**config.mk**
```make
export PLATFORM = sky130hd
export DESIGN_NAME = result_collector
export DESIGN_NICKNAME = d
export VERILOG_FILES = /design/src/rtl/result_collector_pkg.sv /design/src/rtl/rc_out_fifo.sv /design/src/rtl/result_collector.sv
export SDC_FILE = /design/constraint.sdc
export NUM_CORES = 1
export LEC_CHECK = 0
export CAP_MARGIN = 25
export CORE_ASPECT_RATIO = 0.7
export CORE_UTILIZATION = 65
export CTS_CLUSTER_DIAMETER = 60
export DETAILED_ROUTE_END_ITERATION = 6
export DONT_BUFFER_PORTS = 1
export PLACE_DENSITY = 0.81
export SKIP_LAST_GASP = 1
export SLEW_MARGIN = 20
export SYNTH_ARGS = -nofsm -noshare
export SYNTH_HDL_FRONTEND = slang
export SYNTH_SLANG_ARGS = --single-unit
```
**constraint.sdc**
```tcl
create_clock -name clk -period 3.5 [get_ports clk]
set_input_delay 0.7 -clock clk [delete_from_list [all_inputs] [get_ports clk]]
set_output_delay 0.7 -clock clk [all_outputs]
set_load 0.01 [all_outputs]
```
**src/rtl/result_collector_pkg.sv**
```systemverilog
// Shared types and constants for the in-order result retirement stage.
package result_collector_pkg;

    typedef enum logic [1:0] {
        IDLE    = 2'd0,
        WAIT    = 2'd1,
        ACK     = 2'd2,
        DISCARD = 2'd3
    } rc_state_t;

    localparam int UNIT_ADD  = 0;
    localparam int UNIT_MUL  = 1;
    localparam int UNIT_SINE = 2;

endpackage

```
**src/rtl/rc_out_fifo.sv**
```systemverilog
// Show-ahead circular buffer holding retired results until the CPU drains them.
// Reads a zero head when empty so the CPU port never shows stale data.
module rc_out_fifo
    import result_collector_pkg::*;
#(
    parameter int DATA_W    = 32,
    parameter int OUT_DEPTH = 4
) (
    input  logic                           clk,
    input  logic                           n_rst,
    input  logic                           wr_en,
    input  logic                           rd_en,
    input  logic [DATA_W-1:0]              wr_data,
    output logic [DATA_W-1:0]              rd_data,
    output logic [$clog2(OUT_DEPTH+1)-1:0] count,
    output logic                           empty,
    output logic                           full
);

    localparam int PTR_W = $clog2(OUT_DEPTH);
    localparam int CNT_W = $clog2(OUT_DEPTH + 1);
    localparam logic [CNT_W-1:0] FULL_CNT = CNT_W'(OUT_DEPTH);

    logic [DATA_W-1:0] mem [OUT_DEPTH];
    logic [PTR_W-1:0]  wr_ptr;
    logic [PTR_W-1:0]  rd_ptr;
    logic              wr_do;
    logic              rd_do;

    assign empty = (count == '0);
    assign full  = (count == FULL_CNT);
    assign wr_do = wr_en && !full;
    assign rd_do = rd_en && !empty;

    // Power-of-two depth lets the pointers wrap by plain overflow.
    always_ff @(posedge clk or negedge n_rst) begin
        if (!n_rst) begin
            wr_ptr <= '0;
            rd_ptr <= '0;
            count  <= '0;
        end else begin
            if (wr_do) wr_ptr <= wr_ptr + 1'b1;
            if (rd_do) rd_ptr <= rd_ptr + 1'b1;
            case ({wr_do, rd_do})
                2'b10:   count <= count + 1'b1;
                2'b01:   count <= count - 1'b1;
                default: count <= count;
            endcase
        end
    end

    always_ff @(posedge clk) begin
        if (wr_do) mem[wr_ptr] <= wr_data;
    end

    assign rd_data = empty ? '0 : mem[rd_ptr];

endmodule

```
**src/rtl/result_collector.sv**
```systemverilog
// In-order retirement: waits on the unit named by the head op tag, captures its
// result into the output buffer, then acknowledges the unit and pops the tag.
//
// state   | meaning
// IDLE    | op FIFO empty, nothing to retire
// WAIT    | head tag sampled; waiting for that unit's done and buffer space
// ACK     | result captured; serv to the unit and pop the tag this cycle
// DISCARD | head tag names no unit; pop it and flag tag_err
module result_collector
    import result_collector_pkg::*;
#(
    parameter int NUM_UNITS = 3,
    parameter int DATA_W    = 32,
    parameter int TAG_W     = 3,
    parameter int OUT_DEPTH = 4
) (
    input  logic                           clk,
    input  logic                           n_rst,
    input  logic [NUM_UNITS*DATA_W-1:0]    unit_result,
    input  logic [NUM_UNITS-1:0]           unit_done,
    output logic [NUM_UNITS-1:0]           unit_serv,
    input  logic [TAG_W-1:0]               tag_fifo_out,
    input  logic                           tag_fifo_empty,
    output logic                           tag_fifo_pop,
    input  logic                           cpu_pop,
    output logic [DATA_W-1:0]              result,
    output logic                           result_valid,
    output logic                           out_fifo_hold,
    output logic [$clog2(OUT_DEPTH+1)-1:0] out_count,
    output logic                           tag_err
);

    rc_state_t         state_q;
    rc_state_t         state_d;
    logic [TAG_W-1:0]  tag_q;
    logic              tag_bad;
    logic              sel_done;
    logic [DATA_W-1:0] sel_result;
    logic              capture;
    logic              latch_tag;
    logic              buf_empty;
    logic              buf_full;
    logic              tag_err_q;

    // Unit mux; a tag matching no unit is flagged rather than indexed out of range.
    always_comb begin
        sel_done   = 1'b0;
        sel_result = '0;
        tag_bad    = 1'b1;
        for (int i = 0; i < NUM_UNITS; i++) begin
            if (tag_fifo_out == TAG_W'(i)) begin
                sel_done   = unit_done[i];
                sel_result = unit_result[i*DATA_W +: DATA_W];
                tag_bad    = 1'b0;
            end
        end
    end

    always_comb begin
        state_d = state_q;
        capture = 1'b0;
        case (state_q)
            IDLE: begin
                if (!tag_fifo_empty) state_d = WAIT;
            end
            WAIT: begin
                if (tag_fifo_empty) begin
                    state_d = IDLE;
                end else if (tag_bad) begin
                    state_d = DISCARD;
                end else if (sel_done && !buf_full) begin
                    capture = 1'b1;
                    state_d = ACK;
                end
            end
            // Empty is seen pre-pop here; WAIT re-checks it next cycle.
            ACK, DISCARD: begin
                state_d = tag_fifo_empty ? IDLE : WAIT;
            end
            default: state_d = IDLE;
        endcase
    end

    assign latch_tag = (state_q == WAIT) && ((state_d == ACK) || (state_d == DISCARD));

    always_ff @(posedge clk or negedge n_rst) begin
        if (!n_rst) begin
            state_q   <= IDLE;
            tag_q     <= '0;
            tag_err_q <= 1'b0;
        end else begin
            state_q <= state_d;
            if (latch_tag) tag_q <= tag_fifo_out;
            if (state_d == DISCARD) tag_err_q <= 1'b1;
        end
    end

    always_comb begin
        unit_serv = '0;
        for (int i = 0; i < NUM_UNITS; i++) begin
            unit_serv[i] = (state_q == ACK) && (tag_q == TAG_W'(i));
        end
    end

    assign tag_fifo_pop  = (state_q == ACK) || (state_q == DISCARD);
    assign tag_err       = tag_err_q;
    assign result_valid  = !buf_empty;
    assign out_fifo_hold = buf_full;

    rc_out_fifo #(
        .DATA_W    (DATA_W),
        .OUT_DEPTH (OUT_DEPTH)
    ) u_out_fifo (
        .clk     (clk),
        .n_rst   (n_rst),
        .wr_en   (capture),
        .rd_en   (cpu_pop),
        .wr_data (sel_result),
        .rd_data (result),
        .count   (out_count),
        .empty   (buf_empty),
        .full    (buf_full)
    );

endmodule

```
## Yosys cells after proc, flatten, opt, wreduce, memory -nomap -nowiden

Memory sizes are Yosys's and may differ from the RTL's.
Cells that the tools add are included.

| word-level totals | value |
|---|---|
| register bits | 13 |
| memory bits (writable) | 128 |
| output and inout bits | 42 |
| memories kept | 1 |

| operators by class | value |
|---|---|
| add/subtract/negate cells | 4 |
| equality and inequality tests | 12 |
| muxes and demuxes | 23 |
| reduce and logical (&&, ||, !) cells | 17 |

Memories:

| memory | depth | width | read ports | clocked after memory_dff | write ports | line | source |
|---|---|---|---|---|---|---|---|
| u_out_fifo.mem | 4 | 32 | 1 | 0 | 1 | rc_out_fifo.sv:24 | `logic [DATA_W-1:0] mem [OUT_DEPTH];` |

Operator list:

| kind | number |
|---|---|
| $mux W32 | 4 |
| $mux W1 | 13 |
| $eq A2 B2 Y1 const B | 5 |
| $logic_not A3 Y1 | 3 |
| $mux W2 | 4 |
| $logic_and A1 B1 Y1 | 7 |
| $eq A3 B1 Y1 const B | 2 |
| $eq A3 B2 Y1 const B | 2 |
| $pmux W2 S3 | 1 |
| $pmux W3 S2 | 1 |
| $add A2 B1 Y2 const B | 2 |
| $eq A2 B1 Y1 const B | 2 |
| $add A3 B1 Y3 const B | 1 |
| $eq A3 B3 Y1 const B | 1 |
| $sub A3 B1 Y3 const B | 1 |
| $logic_not A1 Y1 | 2 |
| $logic_not A2 Y1 | 1 |
| $logic_or A1 B1 Y1 | 2 |
| $reduce_bool A2 Y1 | 1 |
| $reduce_or A2 Y1 | 1 |

## Depth between registers and ports, before layout

Gate-level depths: netlist (run 1).

| logic depth | value |
|---|---|
| word-level depth | 12 |
| depth in mapped cells | 10 |

## Cells and area by module

A second synthesis (run 1) with hierarchy kept.

| second synthesis, totals | value |
|---|---|
| cell total of the unflattened synthesis | 418 |
| area, all modules | 6461.2 um2 |

Modules (own cells, without submodules):

| module | instances | cells each | area each (um2) | seq. area each (um2) |
|---|---|---|---|---|
| rc_out_fifo | 1 | 241 | 5291.3 | 4018.9 |
| result_collector | 1 | 177 | 1169.9 | 150.1 |

## Worst setup path after synthesis (run 1)

OpenSTA, ideal clock, no wires.

| path | value |
|---|---|
| path type | input-to-reg |
| from | in tag_fifo_empty |
| to | reg u_out_fifo.count[2] |
| arrival time | 2.398 ns |
| required time | 3.373 ns |
| setup slack | 0.975 ns |
| cell stages on the path | 10 |
| path buffers | 1 |
| path through | or3b_1 -> buf_6 -> nor4_4 -> inv_1 -> ha_1 -> inv_1 -> fa_1 -> xor2_1 -> nor2_1 -> xor2_1 |

| between the ends | value |
|---|---|
| longest elaborated chain between the ends | 5 |

RTL lines:

| item | line | source |
|---|---|---|
| start, declared | result_collector.sv:23 | `input logic tag_fifo_empty,` |
| $mux W1 (*) | result_collector.sv:67 | `if (tag_fifo_empty) begin` |
| $mux W1 (*) | result_collector.sv:62 | `case (state_q)` |
| $logic_and A1 B1 Y1 (*) | rc_out_fifo.sv:32 | `assign wr_do = wr_en && !full;` |
| $eq A2 B1 Y1 / $eq A2 B2 Y1 (equally long branches) | rc_out_fifo.sv:44 | `case ({wr_do, rd_do})` |
| $pmux W3 S2 / $reduce_bool A2 Y1 (equally long branches) | n/a |  |
| end signal, assigned | rc_out_fifo.sv:45 | `2'b10: count <= count + 1'b1;` |
| end signal, assigned | rc_out_fifo.sv:46 | `2'b01: count <= count - 1'b1;` |
| end signal, assigned | rc_out_fifo.sv:47 | `default: count <= count;` |
| end, declared | rc_out_fifo.sv:15 | `output logic [$clog2(OUT_DEPTH+1)-1:0] count,` |

Mark *: on every way between the ends. The rest lies on a longest branch, timed or not.
A chain may end at the register's enable or synchronous reset.

## Worst setup path after layout (run 1)

| path | value |
|---|---|
| from | reg u_out_fifo.rd_ptr[0] |
| to | out result[21] |

| between the ends | value |
|---|---|
| longest elaborated chain between the ends | 2 |

RTL lines:

| item | line | source |
|---|---|---|
| start, declared | rc_out_fifo.sv:26 | `logic [PTR_W-1:0] rd_ptr;` |
| start signal, assigned | rc_out_fifo.sv:43 | `if (rd_do) rd_ptr <= rd_ptr + 1'b1;` |
| $mem_v2 Z4 W32 | n/a |  |
| $mux W32 | rc_out_fifo.sv:56 | `assign rd_data = empty ? '0 : mem[rd_ptr];` |
| end, declared | result_collector.sv:26 | `output logic [DATA_W-1:0] result,` |

No other way between the ends.

==> results of run 1 <==
==> worst max-delay path, stage by stage (launching register included) <==
cell,delay [ps]
sky130_fd_sc_hd__dfrtp_2,560
sky130_fd_sc_hd__buf_12,290
sky130_fd_sc_hd__mux4_2,580
sky130_fd_sc_hd__and2_1,220
==> layer usage <==
| layer | GRT usage (%) | vias to the layer above | wire, um |
|---|---|---|---|
| met5 | 0 | - | 0 |
| met4 | 12.0 | 0 | 210 |
| met3 | 6.72 | 22 | 929 |
| met2 | 46.8 | 210 | 6830 |
| met1 | 36.4 | 1835 | 5430 |
| li1 | - | 1582 | - |
==> per-stage QoR <==
stage / setup WS [ps] / instance area [um^2] / utilization [%]
after CTS: 689 / 7140 / 76.6
after floorplan: 975 / 6400 / -
after global placement: 644 / 6510 / 69.8
final: 711 / 7140 / 76.6
after global routing: 635 / 7140 / 76.6
after detailed placement: 569 / 6510 / 69.8
==> power by group through the flow <==
stage          logic [mW]  registers (mW)  clock network (mW)
2_1_floorplan        1.12            2.02                   0
3_3_place_gp         1.20            2.15                   0
3_5_place_dp         1.23            2.16                   0
4_1_cts              1.25            2.13                1.89
5_1_grt              1.34            2.14                1.96
6_report             1.24            2.13                1.88
==> synthesized netlist by cell type (all sizes together), types with 3 or more instances <==
master,n
a21oi,33
and2,37
buf,11
clkbuf,17
dfrtp,13
edfxtp,128
ha,5
inv,7
mux2i,33
mux4,32
nand2,5
nor2,68
nor3b,3
xnor2,3
xor2,3
==> worst min-delay path by stage <==
stage / from / to / slack (ps) / cells after the start
detailed placement: n_rst / tag_err / 400 / 0
global route: tag_fifo_empty / state_q[0] / 330 / 1
finish: tag_fifo_empty / state_q[0] / 340 / 1
floorplan: n_rst / state_q[0] / 400 / 0
global placement: n_rst / tag_err / 400 / 0
CTS: tag_fifo_empty / state_q[0] / 320 / 1
==> sequential cells by signal, indices dropped and copies added (netlist names) <==
name / cells
state_q: 2
tag_err: 1
tag_q: 3
u_out_fifo.count: 3
u_out_fifo.mem: 128
u_out_fifo.rd_ptr: 2
u_out_fifo.wr_ptr: 2
==> kinds of logic (layout without fill, tap and decap cells) <==
| family | Yosys count | after routing |
|---|---|---|
| flip-flops | 141 | 141 |
| AND/OR/NAND/NOR | 124 | 124 |
| multiplexers | 66 | 66 |
| AO/OA/AOI/OAI | 43 | 43 |
| buffers and inverters | 36 | 49 |
| adder cells (fa/ha/maj) | 6 | 6 |
| XOR/XNOR | 6 | 6 |
==> layout make-up <==
class	instances	share of cell area, %
Clock buffer	18	6.01
Sequential cell	141	58.4
Multi-Input combinational cell	245	29.0
Timing Repair Buffer	10	1.26
Inverter	7	0.368
Tap cell	124	2.17
Clock inverter	14	2.73
==> cell usage in the layout (no fill, tap or decap), types with 7 or more instances in the layout <==
cell type                   instances
sky130_fd_sc_hd__dfrtp_1           11
sky130_fd_sc_hd__and2_1            33
sky130_fd_sc_hd__clkbuf_16         17
sky130_fd_sc_hd__mux4_2            32
sky130_fd_sc_hd__mux2i_1           33
sky130_fd_sc_hd__buf_4              8
sky130_fd_sc_hd__inv_1              7
sky130_fd_sc_hd__nor2_1            68
sky130_fd_sc_hd__edfxtp_1         128
sky130_fd_sc_hd__a21oi_1           33
==> run summary, run 1 <==
The run finished with clean final reports. The total I/O pin count came out at 148. The worst hold slack is 338 ps. The total power came out at 5.24 mW. The sequential area share after synthesis came out at 65.1%. In this run the biggest area consumer among cell types represents 60.0% of the synthesized area. The register bit count reported by yosys is 141.

The most common flop cell mapped by yosys is sky130_fd_sc_hd__edfxtp_1. The worst reg2reg path depth is 4. The count of clock tree sinks came out at 141. The period utilization came out at 79.7%. TritonCTS built the clock tree. The count of max-cap constraint violations came out at 0. The finished layout holds 559 standard cells, fillers aside. The number of warnings reported in the yosys synthesis log is 0.

The data required time at the worst endpoint is 2800 ps. Summing every instance area after synthesis gives 6400 um^2. Between clock sinks in the finished design, the worst skew comes to 7.16 ps.

The area occupied by multi-input gates came out at 2070 um^2. The post-detailed-route via-to-cell ratio came out at 6.53. In this run the remaining antenna-violating nets after routing total 0. The number of synthesized flops with an enable pin came out at 128. The buffers inserted during post-CTS setup optimization is 0. The initial antenna violation count came out at 0. The final wirelength came out at 13400 um. The number of placed instances, taps included is 526. The final weighted congestion in routability-driven placement is 0.808. The clock group share of total power came out at 35.8%. The critical path in this run is classified as register to output port.

The die is 121 um wide. The number of remaining DRC errors is 0. The fmax is 359 MHz. The floorplan die area is 10300 um^2. In this run the critical register-to-register path is captured at u_out_fifo.mem[0][22]. The fraction of layout cells with a size suffix above 1 came out at 19.3%. The analysis attributes to cell leakage a power of 2.50 nW. The synthesized netlist devotes 3.77% of its cell area to compound gates.

Internal power comes to 3.73 mW. The gate count after technology mapping is 422. Setup violations remaining at the end of the flow were counted as 0. The post-synthesis share of cell area spent on and, or, nand and nor gates came out at 9.81%. Of the total power, the share spent switching nets is 28.8%. Dividing total power by cell area gives a power density of 734 nW/um^2. The DRC violation total after the first TritonRoute iteration came out at 279.

The H-tree level count is 4. The number of vias in the routed layout is 3649. The sequential cell area came out at 4170 um^2. By area, the combinational part of the netlist is dominated by multiplexers. The net switching power came out at 1.51 mW. The via count of the first global-routing pass came out at 3632. The global-route wire length before repair came out at 20200 um. The final-report max-slew violation count is 0. The number of hold violations in the final report was 0. The area overhead of the layout relative to synthesis is 11.6%. The CTS buffer count came out at 17.

The clock latency at the later pin of the worst-skew pair came out at 420 ps. Summed over all instances, the cell type with the most area after synthesis is sky130_fd_sc_hd__edfxtp_1. Input and output buffers added on the ports amount to 0.

The proportion of synthesized flip-flops having asynchronous set or reset came out at 9.22%. The maximum clock insertion buffer count came out at 2. The post-synthesis share of cell area spent on xor and xnor gates came out at 0.821%. In the post-synthesis netlist, the biggest area contributors are sky130_fd_sc_hd__edfxtp_1 (60%), sky130_fd_sc_hd__mux4_2 (11%), sky130_fd_sc_hd__mux2i_1 (5.2%). The worst min-delay path category is input port to register. The net count after synthesis is 534. The height of the die came out at 85.0 um. Once the floorplan was initialized, standard cells occupied 68.6% of the core.

The multiplexer share of the synthesized area came out at 16.7%. After clock tree synthesis, the clock-pin slew on the worst setup and hold paths is 60 ps. The placed wire-length estimate after detailed placement is 7980 um. The synthesized netlist devotes 1.29% of its cell area to adder and majority cells.

The cell sitting at the root of the clock tree is a sky130_fd_sc_hd__clkbuf_16. Data on the critical path arrives at its endpoint at 2090 ps. The critical path starts at u_out_fifo.rd_ptr[0]. The share of total power dissipated in combinational logic is 23.6%. The detailed-route wire length per cell came out at 24.0 um. The worst register-to-register path begins at state_q[1].

The minimum setup slack among reg-to-reg paths is 820 ps. The final-layout fill cell count is 509. The most critical setup path has its endpoint at result[21]. The number of core rows is 29. The worst max-slew margin expressed relative to the limit came out at 38.5%. The post-route minimum period is 2790 ps. STA classifies the critical path startpoint as a register. The number of gates resized after CTS was 0. Global routing used 28.2% of the available tracks across all layers. The worst setup path is captured at an output port. The worst ir drop on vdd is 0.000403 V.

The global-route congestion overflow total is 0. The maximum fanout encountered on the critical timing path came out at 26. At the pin with the least slew margin, the transition time is 918 ps. Setup repair after global routing left no endpoint under its margin.

After clock tree synthesis, the flow added hold-fix buffers numbering 1. The number of different library cells used by synthesis comes to 36. The count of antenna diodes in the layout came out at 0. The iteration count of the initial detailed-routing pass is 7.

The part of the power in registers is 40.5%. The post-layout net count is 534. The average cell area after synthesis came out at 15.2 um^2. The region available for standard cell placement spans 9330 um^2. Adding up every negative setup slack in the final design gives 0 ps. Entering global routing, the biggest net connects 40 pins.
(Power assumes the default switching activity.)
==> inputs of run 2 (changes only) <==
--- a/config.mk
+++ b/config.mk
@@ -7,11 +7,11 @@
 export LEC_CHECK = 0
 export CAP_MARGIN = 25
 export CORE_ASPECT_RATIO = 0.7
-export CORE_UTILIZATION = 65
+export CORE_UTILIZATION = 63
 export CTS_CLUSTER_DIAMETER = 60
 export DETAILED_ROUTE_END_ITERATION = 6
 export DONT_BUFFER_PORTS = 1
-export PLACE_DENSITY = 0.81
+export PLACE_DENSITY = 0.79
 export SKIP_LAST_GASP = 1
 export SLEW_MARGIN = 20
 export SYNTH_ARGS = -nofsm -noshare
==> constraint.sdc (replaced) <==
create_clock -name clk -period 2.91 [get_ports clk]
set_input_delay 0.582 -clock clk [delete_from_list [all_inputs] [get_ports clk]]
set_output_delay 0.582 -clock clk [all_outputs]
set_load 0.01 [all_outputs]
==> run 2 against run 1 <==
Clock-buffer cell count is the same. Via count fell by 2.3%. Sequential share of layout area shrank 0.77 points. Clock power increased by 26%. Worst setup slack got worse by 390 ps. Non-clock buffer count stayed put. Power grew 22%. Register-to-register slack worse by 190 ps. Hold slack lost 99 ps. Global-route usage is 1.4 points lower. Critical path depth fell by 1. Critical path type unchanged. Largest power group unchanged.
==> run summary, run 2 (synthesis gave the netlist of run 1 again) <==
Result of the run: finished, final reports clean (unchanged). The area overhead of the layout relative to synthesis is 13.0% (was 11.6%). The clock-pin slew of the registers on the worst-case setup and hold paths is 60 ps (about the same). The post-layout net count came out at 534 (unchanged). The final weighted congestion in routability-driven placement came to 0.762 (was 0.808). The maximum fanout encountered on the critical timing path is 33 (was 26).

Largest registers: u_out_fifo.mem x128, tag_q x3, u_out_fifo.count x3 (unchanged). The number of buffers inserted by port buffering is 0 (unchanged). The initial standard-cell utilization of the core is 65.3% (was 68.6%). The fraction of layout cells with a size suffix above 1 is 18.6% (was 19.3%). The placeable core area is 9800 um^2 (was 9330 um^2). The number of standard cells in the final layout excluding fillers is 563 (was 559). The setup clock skew after layout is 7.52 ps (was 7.16 ps). The buffer cell driving the clock tree root was sky130_fd_sc_hd__clkbuf_16 (unchanged). The leakage dissipation came out at 2.54 nW (was 2.50 nW). The global-route congestion overflow total is 0 (unchanged).

The number of hold violations in the final report came out at 0 (unchanged). The total I/O pin count came out at 148 (unchanged). The number of remaining DRC errors came to 0 (unchanged).

The category of the most critical setup path is register to output port (unchanged). The switching share of total power is 27.3% (was 28.8%). The horizontal die dimension is 122 um (was 121 um). The worst max-slew margin expressed relative to the limit came out at 42.8% (was 38.5%). The total negative slack for setup checks is 0 ps (unchanged).

The worst min-delay path category is input port to register (unchanged). The fmax is 386 MHz. The most common cell after layout, fill and taps aside is sky130_fd_sc_hd__edfxtp_1 (unchanged).

The number of setup violations in the final report came out at 0 (unchanged). The maximum clock insertion buffer count came to 2 (unchanged). The count of antenna diodes in the layout came out at 0 (unchanged). The initial antenna violation count came to 0 (unchanged). The number of vias in the routed layout was 3565 (was 3649).

The number of placed instances, taps included was 530 (was 526). The post-detailed-route via-to-cell ratio came to 6.33 (was 6.53). The clock latency at the later pin of the worst-skew pair came out at 410 ps (was 420 ps).

The clock group share of total power came out at 36.9% (was 35.8%). The number of core rows was 30 (was 29). The count of clock tree sinks came to 141 (unchanged). The endpoint of the most critical register-to-register path is u_out_fifo.count[2] (was u_out_fifo.mem[0][22]). The CTS buffer count came out at 17 (unchanged). The data required time at the worst endpoint came out at 2330 ps (was 2800 ps). The detailed-route wire length per cell is 23.0 um (was 24.0 um).

The pin count of the biggest net entering global routing came out at 40 (unchanged). The register containing the most flip-flops in the final layout is u_out_fifo.mem (unchanged). The worst endpoint data arrival time came out at 2010 ps (was 2090 ps). The transition time at the pin with the least slew margin came to 858 ps (was 918 ps).

The buffers inserted during post-CTS setup optimization is 0 (unchanged). The launching instance or port of the critical path is u_out_fifo.rd_ptr[1] (was u_out_fifo.rd_ptr[0]). The final wirelength is 12900 um (was 13400 um).

The antenna violation net count after detailed routing came to 0 (unchanged). The net switching power was 1.75 mW (was 1.51 mW). The height of the die is 86.3 um (was 85.0 um).

The flip-flop count of the largest register, all copies and words added is 128 (unchanged). The type of origin of the critical path is a register (unchanged). The DRC violation total after the first TritonRoute iteration is 331 (was 279). The placed wire-length estimate after detailed placement is 7720 um (was 7980 um). The cell internal power dissipation came out at 4.66 mW (was 3.73 mW). The worst reg2reg path depth came out at 9 (was 4). The part of the power in registers is 39.5% (was 40.5%). The post-route minimum period is 2590 ps.

The global-route wire length before repair came out at 19900 um (was 20200 um). The type of destination of the critical path is an output port (unchanged). Most used cells in the layout excluding fill and tap cells: sky130_fd_sc_hd__edfxtp_1 (128), sky130_fd_sc_hd__nor2_1 (68), sky130_fd_sc_hd__and2_1 (33), sky130_fd_sc_hd__mux2i_1 (33), sky130_fd_sc_hd__a21oi_1 (33) (unchanged).

The final-report max-slew violation count came out at 0 (unchanged). The floorplan die area came out at 10600 um^2 (was 10300 um^2). The all-layer global routing usage came out at 26.8% (was 28.2%).

The H-tree level count is 4 (unchanged). The count of max-cap constraint violations came out at 0 (unchanged). The worst ir drop on vdd came out at 0.000479 V (was 0.000403 V). The total power density per cell area came to 887 nW/um^2 (was 734 nW/um^2). Setup repair after global routing missed its margin: no (unchanged).

The iteration count of the initial detailed-routing pass is 7 (unchanged). The end point of the critical path is result[17] (was result[21]). The via count of the first global-routing pass is 3705 (was 3632).

The beginning of the worst register-to-register path was state_q[1] (unchanged). The minimum setup slack among reg-to-reg paths came out at 630 ps (was 820 ps). The CTS tree is done (unchanged). Of the available clock period, the critical path in the final layout requires 89.0%. The part of the power in combinational logic came to 23.6% (about the same).
==> run 2: changes by cell type in the layout (fill, tap and decap cells not counted), sizes merged <==
| cell | delta |
|---|---|
| bufinv | +2 |
| clkinv | +1 |
| clkinvlp | -3 |
==> run 2: how the worst min path moves through the flow <==
stage | depth (start not counted) | to | slack (ps) | startpoint
floorplan | 0 | state_q[0] | 290 | n_rst
global placement | 0 | tag_err | 290 | n_rst
detailed placement | 0 | tag_err | 290 | n_rst
CTS | 1 | state_q[0] | 220 | tag_fifo_empty
global route | 1 | state_q[0] | 220 | tag_fifo_empty
finish | 1 | state_q[0] | 240 | tag_fifo_empty
==> run 2: per-stage QoR <==
step / area [um^2] / hold WS (ps) / util, % / total power, mW / setup WS, ps
after floorplan: 6400 / 286 / - / 3.78 / 503
after detailed placement: 6570 / 287 / 67.1 / 4.10 / 481
after global routing: 7240 / 218 / 73.9 / 6.68 / 231
final: 7240 / 239 / 73.9 / 6.42 / 321
after global placement: 6570 / 287 / 67.1 / 4.06 / 554
after CTS: 7240 / 216 / 73.9 / 6.48 / 282
==> run 2: critical path, cell delays in order (launching register included) <==
cell                      delay, ps
sky130_fd_sc_hd__dfrtp_2        930
sky130_fd_sc_hd__mux4_2         440
sky130_fd_sc_hd__and2_1         220
==> run 2: power groups by stage <==
| stage | combinational, mW | sequential [mW] | clock [mW] |
|---|---|---|---|
| 3_5_place_dp | 1.53 | 2.58 | 0 |
| 6_report | 1.51 | 2.54 | 2.37 |
| 3_3_place_gp | 1.50 | 2.57 | 0 |
| 5_1_grt | 1.63 | 2.56 | 2.49 |
| 2_1_floorplan | 1.35 | 2.43 | 0 |
| 4_1_cts | 1.53 | 2.54 | 2.40 |
==> run 2: metal layers <==
metal	GRT usage [%]	wire, um	up-vias
li1	-	-	1578
met1	36.4	5250	1769
met2	41.8	6360	205
met3	7.50	1160	13
met4	10.4	152	0
met5	0	0	-
==> run 2: final cells by class <==
class | count | area (um^2)
Sequential cell | 141 | 4170
Fill cell | 568 | 2560
Multi-Input combinational cell | 245 | 2070
Clock buffer | 18 | 429
Clock inverter | 14 | 223
Tap cell | 128 | 160
Timing Repair Buffer | 10 | 153
Inverter | 7 | 26.3
==> run 2: repair_timing <==
item | in CTS | in global routing
endpoints found under the hold margin | 13 | 0
gates resized for setup | 0 | 0
hold buffers | 1 | 0
==> inputs of run 3 (changes only) <==
--- a/config.mk
+++ b/config.mk
@@ -9,8 +9,10 @@
 export CORE_ASPECT_RATIO = 0.7
 export CORE_UTILIZATION = 63
 export CTS_CLUSTER_DIAMETER = 60
+export CTS_CLUSTER_SIZE = 40
 export DETAILED_ROUTE_END_ITERATION = 6
 export DONT_BUFFER_PORTS = 1
+export GPL_TIMING_DRIVEN = 0
 export PLACE_DENSITY = 0.79
 export SKIP_LAST_GASP = 1
 export SLEW_MARGIN = 20
==> run 3 against run 2 <==
Core utilization fell by 1.3 points. Die area did not move. Hold slack improved by 5.4 ps. Sequential power fell by 5%. Via count rose by 1.2%. Largest power group unchanged. Clock power fell by 19%.
==> run summary, run 3 (synthesis gave the netlist of run 1 again) <==
The number of cells on the critical path came out at 4 (was 2). The CTS tree is done (unchanged). The number of vias in the routed layout is 3609 (was 3565). The worst hold slack came out at 245 ps (was 239 ps).

The maximum clock insertion buffer count is 2 (unchanged). The final weighted congestion in routability-driven placement came out at 0.823 (was 0.762). Result of the run: finished, final reports clean (unchanged).

The detailed-route wire length per cell came out at 22.3 um (was 23.0 um). The type of destination of the critical path is an output port (unchanged). The worst min-delay path category was input port to register (unchanged). The most common cell after layout, fill and taps aside is sky130_fd_sc_hd__edfxtp_1 (unchanged). The part of the power in combinational logic came out at 28.0% (was 23.6%).

The post-detailed-route via-to-cell ratio came out at 6.19 (was 6.33). The worst endpoint data arrival time was 2170 ps (was 2010 ps). The via count of the first global-routing pass came to 3532 (was 3705).

The total power density per cell area is 846 nW/um^2 (was 887 nW/um^2). The placeable core area is 9800 um^2 (unchanged). The clock-pin slew of the registers on the worst-case setup and hold paths came out at 50 ps (was 60 ps). The net switching power is 1.75 mW (about the same). The number of remaining DRC errors is 0 (unchanged). The launching instance or port of the critical path is u_out_fifo.rd_ptr[1] (unchanged).

The horizontal die dimension was 122 um (unchanged). The final-report max-slew violation count is 0 (unchanged). Among the stages of the critical path, the cell type that occurs most often is sky130_fd_sc_hd__clkbuf_1. The number of buffers inserted by port buffering is 0 (unchanged). The DRC violation total after the first TritonRoute iteration was 311 (was 331). The largest incremental delay on the critical path came out at 560 ps (was 930 ps). The worst reg2reg path depth came out at 4 (was 9).

The all-layer global routing usage is 26.4% (was 26.8%). The cell internal power dissipation is 4.26 mW (was 4.66 mW). The CTS buffer count is 17 (unchanged). The total negative slack for setup checks came out at 0 ps (unchanged).

The type of origin of the critical path is a register (unchanged). The count of max-cap constraint violations came to 0 (unchanged). The number of setup violations in the final report is 0 (unchanged). The total I/O pin count was 148 (unchanged). The height of the die is 86.3 um (unchanged).

The category of the most critical setup path is register to output port (unchanged). The placed wire-length estimate after detailed placement came out at 8550 um (was 7720 um). The number of core rows came out at 30 (unchanged). Largest registers: u_out_fifo.mem x128, tag_q x3, u_out_fifo.count x3 (unchanged).

The fmax came out at 363 MHz (was 386 MHz). The post-route minimum period is 2760 ps (was 2590 ps). The final wirelength came out at 13000 um (was 12900 um). The initial standard-cell utilization of the core came to 65.3% (unchanged). The H-tree level count is 4 (unchanged). The master of the slowest instance on the critical path is sky130_fd_sc_hd__clkbuf_1 (was sky130_fd_sc_hd__dfrtp_2). The final-layout fill cell count is 620 (was 568). The period utilization came out at 94.7% (was 89.0%). The worst max-slew margin expressed relative to the limit came out at 38.4% (was 42.8%). The pin count of the biggest net entering global routing came out at 33 (was 40). The end point of the critical path is result[10] (was result[17]). The floorplan die area came to 10600 um^2 (unchanged). The switching share of total power came to 29.1% (was 27.3%). The sequential cell area came to 4170 um^2 (about the same). The area overhead of the layout relative to synthesis came out at 11.0% (was 13.0%). The clock latency at the later pin of the worst-skew pair was 400 ps (was 410 ps). The clock group share of total power is 31.9% (was 36.9%). The transition time at the pin with the least slew margin came out at 924 ps (was 858 ps).

The worst ir drop on vdd came out at 0.000594 V (was 0.000479 V). The data required time at the worst endpoint came out at 2330 ps (about the same). The maximum fanout encountered on the critical timing path came out at 10 (was 33).

CP cell instances: clkbuf_1 -> clkbuf_1 -> mux4_2 -> and2_1 (was mux4_2 -> and2_1). The global-route congestion overflow total is 0 (unchanged). The iteration count of the initial detailed-routing pass came out at 4 (was 7).

The post-cts gate resize count is 0 (unchanged). The post-layout net count is 554 (was 534). The count of clock tree sinks is 141 (unchanged). The count of antenna diodes in the layout came to 0 (unchanged). The part of the power in registers is 40.2% (was 39.5%). The area occupied by multi-input gates is 2070 um^2 (about the same).

The fraction of layout cells with a size suffix above 1 came out at 16.5% (was 18.6%). The flip-flop count of the largest register, all copies and words added is 128 (unchanged). The register containing the most flip-flops in the final layout is u_out_fifo.mem (unchanged).

The initial antenna violation count came to 0 (unchanged). Setup repair after global routing missed its margin: no (unchanged). The antenna violation net count after detailed routing is 0 (unchanged). The buffer cell driving the clock tree root is sky130_fd_sc_hd__clkbuf_16 (unchanged). The critical path's top delay family is buffers and inverters (was flip-flops). The number of hold violations in the final report is 0 (unchanged). Most used cells in the layout excluding fill and tap cells: sky130_fd_sc_hd__edfxtp_1 (128), sky130_fd_sc_hd__nor2_1 (68), sky130_fd_sc_hd__and2_1 (33), sky130_fd_sc_hd__mux2i_1 (33), sky130_fd_sc_hd__a21oi_1 (33) (unchanged). The setup clock skew after layout is 4.99 ps (was 7.52 ps).

The beginning of the worst register-to-register path was state_q[1] (unchanged). The buffering stage count on the worst path with inverters included is 2 (was 0). The minimum setup slack among reg-to-reg paths is 320 ps (was 630 ps).

The global-route wire length before repair is 19300 um (was 19900 um). The leakage dissipation came out at 2.49 nW (was 2.54 nW). The endpoint of the most critical register-to-register path is u_out_fifo.mem[3][13] (was u_out_fifo.count[2]).
run 3: cell count changes in the layout (fill, tap and decap cells not counted), moves of 3 or more:
cell                        previous run  this run
sky130_fd_sc_hd__clkinv_1              3         0
sky130_fd_sc_hd__bufinv_16             6         0
sky130_fd_sc_hd__buf_4                 3         0
sky130_fd_sc_hd__clkbuf_1              1        26
sky130_fd_sc_hd__clkbuf_8              0         5
sky130_fd_sc_hd__buf_12                6         0
sky130_fd_sc_hd__buf_2                 0        10
run 3: worst min-delay path by stage:
stage                     cells after the start      startpoint    endpoint
final                                         1  tag_fifo_empty  state_q[0]
after global routing                          1  tag_fifo_empty  state_q[0]
after CTS                                     1  tag_fifo_empty  state_q[0]
after detailed placement                      0           n_rst     tag_err
after global placement                        0           n_rst     tag_err
after floorplan                               0           n_rst  state_q[0]
run 3: power by group through the flow:
stage / Sequential, mW / Combinational [mW] / Clock, mW
finish: 2.42 / 1.68 / 1.92
global route: 2.43 / 1.84 / 2.02
CTS: 2.42 / 1.71 / 1.94
detailed placement: 2.45 / 1.69 / 0
global placement: 2.45 / 1.66 / 0
floorplan: 2.43 / 1.35 / 0
run 3: repair_timing:
| item | 4_1_cts | 5_1_grt |
|---|---|---|
| buffers inserted | 0 | 0 |
| endpoints found under the setup margin | 0 | 0 |
| hold endpoints to repair | 13 | 0 |
| hold buffers | 1 | 0 |
run 3: area by class of cell:
class	count	area share, %
multi-input combinational	245	29.1
buffer	29	1.90
clock buffer	31	7.43
tap	128	2.25
timing repair buffer	1	0.141
clock inverter	1	0.0704
inverter	7	0.370
sequential	141	58.7
run 3: worst register-to-register path: stages (launching register included):
cell and delay [ps]:
sky130_fd_sc_hd__dfrtp_1 390, sky130_fd_sc_hd__or3b_1 390, sky130_fd_sc_hd__buf_6 150, sky130_fd_sc_hd__nor4_4 420, sky130_fd_sc_hd__and2_2 840
run 3: per-stage QoR:
stage | total power, mW | utilization, % | instance area, um^2 | cells | setup WS (ps)
floorplan | 3.78 | - | 6400 | 422 | 503
global placement | 4.10 | 67.0 | 6560 | 550 | 173
detailed placement | 4.15 | 67.0 | 6560 | 550 | 120
CTS | 6.07 | 72.5 | 7100 | 583 | 91.8
global route | 6.29 | 72.5 | 7100 | 583 | 10.7
finish | 6.01 | 72.5 | 7100 | 583 | 154
run 3: routing by layer:
| metal | vias up | wire length [um] | global-route usage (%) |
|---|---|---|---|
| li1 | 1622 | - | - |
| met1 | 1826 | 5390 | 35.4 |
| met2 | 159 | 6550 | 42.3 |
| met3 | 2 | 1030 | 8.88 |
| met4 | 0 | 27 | 5.99 |
| met5 | - | 0 | 0 |
